`config.mk`:
```
export PLATFORM = sky130hd
export DESIGN_NAME = div_seq
export DESIGN_NICKNAME = d
export VERILOG_FILES = /design/src/rtl/div_seq_pkg.sv /design/src/rtl/div_seq_step.sv /design/src/rtl/div_seq.sv
export SDC_FILE = /design/constraint.sdc
export NUM_CORES = 1
export LEC_CHECK = 0
export BUFFER_PORTS_ARGS = -buffer_cell sky130_fd_sc_hd__buf_2
export CAP_MARGIN = 20
export CORE_ASPECT_RATIO = 0.7
export CORE_MARGIN = 2
export CORE_UTILIZATION = 35
export DETAILED_ROUTE_END_ITERATION = 12
export HOLD_SLACK_MARGIN = 0.08
export MAX_ROUTING_LAYER = met4
export PLACE_DENSITY_LB_ADDON = 0.25
export SETUP_SLACK_MARGIN = 0.05
export SLEW_MARGIN = 20
export SYNTH_ARGS = -nofsm -noshare
export SYNTH_HDL_FRONTEND = slang
export SYNTH_SLANG_ARGS = --single-unit
```
`constraint.sdc`:
```
create_clock -name clk -period 14.1 [get_ports clk]
set_input_delay 2.82 -clock clk [delete_from_list [all_inputs] [get_ports clk]]
set_output_delay 2.82 -clock clk [all_outputs]
set_load 0.03 [all_outputs]
```
`src/rtl/div_seq_pkg.sv`:
```
// Shared state encoding and defaults for the sequential MIPS DIV/DIVU unit.
package div_seq_pkg;

   localparam int unsigned DIV_WIDTH_DEFAULT = 32;

   typedef enum logic [1:0] {
      S_IDLE    = 2'b00,
      S_DIVZERO = 2'b01,
      S_ON      = 2'b10,
      S_END     = 2'b11
   } div_state_e;

endpackage

```
`src/rtl/div_seq_step.sv`:
```
// One radix-2 restoring iteration: shift {rem,dvd} left, subtract the divisor when it fits.
module div_seq_step #(
   parameter int unsigned WIDTH = 32
) (
   input  logic [WIDTH-1:0] rem_i,
   input  logic [WIDTH-1:0] dvd_i,
   input  logic [WIDTH-1:0] divisor_i,
   output logic [WIDTH-1:0] rem_o,
   output logic [WIDTH-1:0] dvd_o,
   output logic             qbit_o
);

   logic [WIDTH:0] rem_sh;
   logic [WIDTH:0] diff;

   // rem_i < divisor_i always holds, so the borrow bit of diff is a valid compare result
   always_comb begin
      rem_sh = {rem_i, dvd_i[WIDTH-1]};
      diff   = rem_sh - {1'b0, divisor_i};
      qbit_o = ~diff[WIDTH];
      rem_o  = qbit_o ? diff[WIDTH-1:0] : rem_sh[WIDTH-1:0];
      dvd_o  = {dvd_i[WIDTH-2:0], 1'b0};
   end

endmodule

```
`src/rtl/div_seq.sv`:
```
// Multi-cycle DIV/DIVU sequencer: FSM, operand/sign registers, sign fix and HI/LO result registers.
module div_seq
   import div_seq_pkg::*;
#(
   parameter int unsigned WIDTH = DIV_WIDTH_DEFAULT
) (
   input  logic               clk,
   input  logic               rst,
   input  logic               start_i,
   input  logic               signed_i,
   input  logic [WIDTH-1:0]   opa_i,
   input  logic [WIDTH-1:0]   opb_i,
   input  logic               annul_i,
   output logic               stall_div_o,
   output logic               ready_o,
   output logic [2*WIDTH-1:0] result_o,
   output logic               div_by_zero_o
);

   localparam int unsigned CNT_W = $clog2(WIDTH);
   localparam logic [CNT_W-1:0] CNT_LAST = CNT_W'(WIDTH - 1);

   div_state_e         state_q, state_d;
   logic [CNT_W-1:0]   cnt_q, cnt_d;
   logic [WIDTH-1:0]   rem_q, rem_d;
   logic [WIDTH-1:0]   dvd_q, dvd_d;
   logic [WIDTH-1:0]   dsr_q, dsr_d;
   logic               sgnq_q, sgnq_d;
   logic               sgnr_q, sgnr_d;
   logic [2*WIDTH-1:0] result_q, result_d;
   logic               dbz_q, dbz_d;
   logic               stall;

   logic               sa, sb;
   logic [WIDTH-1:0]   mag_a, mag_b;
   logic [WIDTH-1:0]   step_rem, step_dvd, step_quot;
   logic               step_qbit;

   div_seq_step #(.WIDTH(WIDTH)) u_step (
      .rem_i     (rem_q),
      .dvd_i     (dvd_q),
      .divisor_i (dsr_q),
      .rem_o     (step_rem),
      .dvd_o     (step_dvd),
      .qbit_o    (step_qbit)
   );

   always_comb begin
      sa        = signed_i & opa_i[WIDTH-1];
      sb        = signed_i & opb_i[WIDTH-1];
      mag_a     = sa ? ('0 - opa_i) : opa_i;
      mag_b     = sb ? ('0 - opb_i) : opb_i;
      step_quot = step_dvd | {{(WIDTH-1){1'b0}}, step_qbit};
   end

   always_comb begin
      state_d  = state_q;
      cnt_d    = cnt_q;
      rem_d    = rem_q;
      dvd_d    = dvd_q;
      dsr_d    = dsr_q;
      sgnq_d   = sgnq_q;
      sgnr_d   = sgnr_q;
      result_d = result_q;
      dbz_d    = dbz_q;
      stall    = 1'b0;
      if (annul_i) begin
         state_d = S_IDLE;
      end else begin
         case (state_q)
            S_IDLE: begin
               if (start_i) begin
                  stall = 1'b1;
                  if (opb_i == '0) begin
                     state_d = S_DIVZERO;
                  end else begin
                     state_d = S_ON;
                     rem_d   = '0;
                     dvd_d   = mag_a;
                     dsr_d   = mag_b;
                     sgnq_d  = sa ^ sb;
                     sgnr_d  = sa;
                     cnt_d   = '0;
                  end
               end
            end
            S_DIVZERO: begin
               stall    = 1'b1;
               state_d  = S_END;
               result_d = '0;
               dbz_d    = 1'b1;
            end
            S_ON: begin
               stall = 1'b1;
               rem_d = step_rem;
               dvd_d = step_quot;
               cnt_d = cnt_q + CNT_W'(1);
               if (cnt_q == CNT_LAST) begin
                  state_d  = S_END;
                  result_d = {sgnr_q ? ('0 - step_rem)  : step_rem,
                              sgnq_q ? ('0 - step_quot) : step_quot};
                  dbz_d    = 1'b0;
               end
            end
            S_END: begin
               if (!start_i) state_d = S_IDLE;
            end
            default: state_d = S_IDLE;
         endcase
      end
   end

   always_ff @(posedge clk or posedge rst) begin
      if (rst) begin
         state_q  <= S_IDLE;
         cnt_q    <= '0;
         rem_q    <= '0;
         dvd_q    <= '0;
         dsr_q    <= '0;
         sgnq_q   <= 1'b0;
         sgnr_q   <= 1'b0;
         result_q <= '0;
         dbz_q    <= 1'b0;
      end else begin
         state_q  <= state_d;
         cnt_q    <= cnt_d;
         rem_q    <= rem_d;
         dvd_q    <= dvd_d;
         dsr_q    <= dsr_d;
         sgnq_q   <= sgnq_d;
         sgnr_q   <= sgnr_d;
         result_q <= result_d;
         dbz_q    <= dbz_d;
      end
   end

   // Stall is combinational so the stalled instruction advances on the edge leaving END
   assign stall_div_o   = stall & ~rst;
   assign ready_o       = (state_q == S_END);
   assign result_o      = result_q;
   assign div_by_zero_o = dbz_q;

endmodule
```
Word level (Yosys, flattened, before mapping)
Cells that the tools add are included.

word-level totals
  register bits = 170
  latch bits = 0
  bits in writable memories = 0
  bits in read-only memories = 0
  bits of input ports = 69
  output and inout port bits = 67
  word-level logic and storage cells = 70
  memories kept = 0

cells by class
  $add $sub $neg = 6
  multiply operators = 0
  div/mod/pow operators = 0
  order comparisons = 0
  equal/unequal tests = 10
  shift operators = 0
  multiplexer cells = 27
  bitwise gates (word level) = 9
  reductions and logical operators = 9

operators with widths
  cell                   count
  $mux 32                9
  $pmux 32 s2            2
  $pmux 64 s2            1
  $sub 1x32->32 const A  4
  $mux 64                1
  $sub 33x32->33         1
  $logic_not 32->1       1
  $or 32x1->32           1
  $mux 2                 5
  $mux 5                 2
  $pmux 5 s2             1
  $ne 3x3->1 const B     3
  $pmux 2 s4             1
  $reduce_and 4->1       2
  $ne 2x2->1 const B     3
  $reduce_and 3->1       2
  $add 5x1->5 const B    1
  $eq 5x5->1 const B     1
  $eq 2x2->1 const B     2
  $not 1->1              4
  $pmux 1 s2             2
  $reduce_bool 2->1      2
  $and 1x1->1            3
  $mux 1                 3
  4 further kinds        4

Longest topological paths before layout
  depth after elaboration = 7
  mapped depth = 25
  gate-level depth less buffers = 23

Modules after synthesis
Synthesis repeated with hierarchy kept, for this count alone.

second synthesis, totals
  cells, all modules = 1397
  area, all modules = 11960.2 µm²

modules (own cells, without submodules)
  module        instances  cells an instance  area each (µm²)
  div_seq       1          1059               9357.7
  div_seq_step  1          338                2602.5

Worst setup path after synthesis
No wires, ideal clock.

  path type = input to output
  from = input port annul_i
  to = output port stall_div_o
  arrival = 3983 ps
  required time = 11280 ps
  slack = 7297 ps
  cell stages on the path = 2
  path buffers = 1
  cells stage by stage = clkbuf_1 -> nor4_1

between the ends
  longest elaborated chain between the ends = 2

RTL lines
  element          line            RTL
  start, declared  div_seq.sv:13   input logic annul_i,
  $mux 1           div_seq.sv:67   if (annul_i) begin
  $and 1x1->1      div_seq.sv:138  assign stall_div_o = stall & ~rst;
  end, declared    div_seq.sv:14   output logic stall_div_o,

No other way between the ends.

Worst setup path in the final report
  from = register dvd_q[31]
  to = register result_q[58], in the netlist result_o[58]

between the ends
  longest elaborated chain between the ends = 6

RTL lines
  element                 line                RTL
  start, declared         div_seq.sv:26       logic [WIDTH-1:0] dvd_q, dvd_d;
  start signal, assigned  div_seq.sv:128      dvd_q <= dvd_d;
  $sub 33x32->33          div_seq_step.sv:19  diff = rem_sh - {1'b0, divisor_i};
  $mux 32 *               div_seq_step.sv:21  rem_o = qbit_o ? diff[WIDTH-1:0] : rem_sh[WIDTH-1:0];
  $sub 1x32->32           div_seq.sv:100      result_d = {sgnr_q ? ('0 - step_rem) : step_rem,
  $mux 32 *               div_seq.sv:100
  $mux 64 *               div_seq.sv:98       if (cnt_q == CNT_LAST) begin
  $pmux 64 s2 *           div_seq.sv:70       case (state_q)
  end signal, assigned    div_seq.sv:132      result_q <= result_d;
  end, declared           div_seq.sv:30       logic [2*WIDTH-1:0] result_q, result_d;

Mark *: on every way between the ends. The rest lies on a longest branch, timed or not. The select of a mux whose other input is x is not followed.
A chain may end at the register's enable or synchronous reset.

==> out/summary.txt <==
status: complete, no violations
worst-skew pair later-pin latency: 0.45 ns
# hold bufs at CTS: 0
die height: 160.0 um
Routed Antenna Nets: 0
Final Max Tran Viols: 0
Worst R2R End: result_o[58]$_DFFE_PP0P_
critical path fanouts, max: 53
Seq/Total Area, Yosys: 0.3494
hpwl dp: 27.04 mm
Remaining Overflow, GRT: 0
CTS root buffer: clkbuf_16
layout cells sized above 1: 0.1261
CP max stage cell: clkinv_2
PnR worst setup slack: 7.108 ns
Ys Warns: 0
Syn Inst Count: 1524
CP Launch Type: register
final setup TNS: 0 ns
core box area: 34450 um2
GR Util All Layers: 0.2110
top_reg_cell synth: dfrtp_1
cell depth of the worst flop-to-flop path: 21
MaxCap Viol Count: 0
drt wl/cell: 17.49 um
Cell Pwr Density: 155.6 nW/um2
setup bufs post-CTS: 0
worst r2r src: dvd_q[31]$_DFFE_PP0P_
Register Area: 4254 um2
worst slack at placement: 6.958 ns
RSZ-0062 raised after global routing: false
first-pass GRT wire length: 58.55 mm
Final setup viols: 0
Final #Nets: 1718
syn_area_per_cell: 7.988 um2
I/O pins: 136
Distinct cells, synth: 76
cts repair resizes: 0
Tmin final: 6.992 ns
H-tree Lvls: 4
area grow syn2layout: 13.22%
drt pass-1 iters: 6
FMAX: 143.0 MHz
top-count cell post-synth: nand2_1
vias in the first global route: 10670
worst-margin pin slew: 1.081 ns
Bufs on Longest Clock Path: 2
Critical Path End Type: register
ys async rst share: 1.000
P_leak: 6.080 nW
total die area: 36320 um2
R2R Setup Slk: 7.11 ns
worst path cell trace: inv_1, ha_1, inv_1, fa_1, a21o_1, a221o_1, a21o_1, and3_4, o211ai_1, and3_4, clkinv_2, mux2i_1, ha_1, nand3b_1, nor3b_1, nand3_1, nor4b_1, o22ai_1, o41ai_1, xor2_1, o21ai_0
First DRT Iteration DRCs: 1041
Max-slew headroom: 0.2790
Final Cycle Share: 0.4959
WL final: 36.64 mm
fillers: 3512
critical path data arrival time: 7.30 ns
share of the synthesized area in the top cell type: 0.3494
number of synthesized flops with an enable pin: 0
worst setup path start: dvd_q[31]$_DFFE_PP0P_
pin count of the biggest net entering global routing: 115
DRC: 0
die width: 226.9 um
Final Hold Vio Count: 0
Setup CP Type: reg2reg
row count: 57
hold crit path type: reg2reg
CTS Buf Count: 17
data required time of the critical path: 14.41 ns
CP peak stage delay: 0.80 ns
Starting Density: 0.3534
gpl congestion: 0.9064
IO buf count: 135
synthesized cell area: 12170 um2
antenna violations before repair: 6
Seq cells post-synth: 170
end of the critical path: result_o[58]$_DFFE_PP0P_
clock sink count: 170
CTS tree: yes
top post-synthesis cells by area: dfrtp_1 (35%), nand2_1 (8.1%), o21ai_0 (6.9%)
Synthesized Nets: 1637
vias per cell: 5.455
vias: 11430
maximum vdd drop: 0.00008390 V
setup skew after layout: 0.01049 ns
Synth area leader: dfrtp_1
Commonest cells post-synth: nand2_1 (262), dfrtp_1 (170), o21ai_0 (169), a21oi_1 (113), nor2_1 (106)
multi-input combinational cell area: 7412 um2
Worst-path clk slew: 0.07 ns
report_power, final:
part	internal, W	total, W	switching [W]
Combinational	0.000354	0.000999	0.000645
Clock	0.000252	0.000460	0.000208
Sequential	0.000584	0.000686	0.000102
worst min path at each step:
stage	from	end	slack, ns	cells past startpoint
floorplan	cnt_q[3]$_DFFE_PP0P_	cnt_q[3]$_DFFE_PP0P_	0.44	1
global placement	result_o[22]$_DFFE_PP0P_	result_o[22]$_DFFE_PP0P_	0.46	2
detailed placement	result_o[7]$_DFFE_PP0P_	result_o[7]$_DFFE_PP0P_	0.46	2
CTS	result_o[7]$_DFFE_PP0P_	result_o[7]$_DFFE_PP0P_	0.48	2
global route	result_o[38]$_DFFE_PP0P_	result_o[38]$_DFFE_PP0P_	0.50	2
finish	result_o[20]$_DFFE_PP0P_	result_o[20]$_DFFE_PP0P_	0.47	2
layout by cell type (no fill, tap or decap), types with 7 or more instances in the layout:
cell and count:
nor4_1 15, xnor2_1 67, nand2b_1 13, nor3_1 40, dfrtp_1 170, buf_4 9, ha_1 42, nor2b_1 7
xor2_1 72, inv_1 52, clkbuf_16 17, nand4_1 13, nand2_1 261, a211oi_1 9, a31oi_1 9, nor2_1 106
o41ai_1 12, buf_2 135, o31ai_1 51, o21ai_0 169, nand3_1 29, a21oi_1 113, mux2i_1 23, a21o_1 12
or4_1 12, or3_1 19
worst max-delay path, delay by kind of cell (launching register included):
family                   cells  cell delay (ns)
AO/OA/AOI/OAI                7             1.86
flip-flops                   1             0.40
AND/OR/NAND/NOR              6             1.93
adder cells (fa/ha/maj)      3             0.81
XOR/XNOR                     1             0.28
buffers and inverters        3             0.95
multiplexers                 1             0.55
routing by layer:
layer  routed length [um]  GRT usage  vias up  share of wire
met5                    0          -        -              0
met4                  839    0.07327        0          0.023
met3                 2132    0.03845       45          0.058
met2                15430     0.2946      294           0.42
met1                18240     0.3030     5494           0.50
li1                     -          -     5596              -
area by class of cell:
class / instances / area share
antenna: 5 / 0.0009078
clock buffer: 21 / 0.03341
clock inverter: 11 / 0.007081
inverter: 55 / 0.01543
multi-input combinational: 1217 / 0.5378
sequential: 170 / 0.3086
tap: 472 / 0.04285
timing repair buffer: 144 / 0.05392
flip-flops by register name, indices dropped and copies added (netlist names):
register	cells
sgnq_q	1
rem_q	32
dsr_q	32
result_o	64
cnt_q	5
dvd_q	32
div_by_zero_o	1
state_q	2
sgnr_q	1
cells by family after synthesis:
group / synth area share
AO/OA/AOI/OAI: 0.2214
AND/OR/NAND/NOR: 0.2168
XOR/XNOR: 0.1000
adder cells (fa/ha/maj): 0.04584
buffers and inverters: 0.04368
flip-flops: 0.3494
multiplexers: 0.02292
through the flow:
stage                       util  hold slack (ns)  area (um2)  std cells  total power, W
after detailed placement  0.3836           0.4646       13210       2058        0.001687
after CTS                 0.3998           0.4804       13770       2090        0.002156
final                     0.4001           0.4720       13780       2095        0.002145
after global routing      0.4001           0.5017       13780       2095        0.002321
after global placement    0.3836           0.4600       13210       2058        0.001670
after floorplan                -           0.4439       12170       1524        0.001421
(Power assumes the default switching activity.)
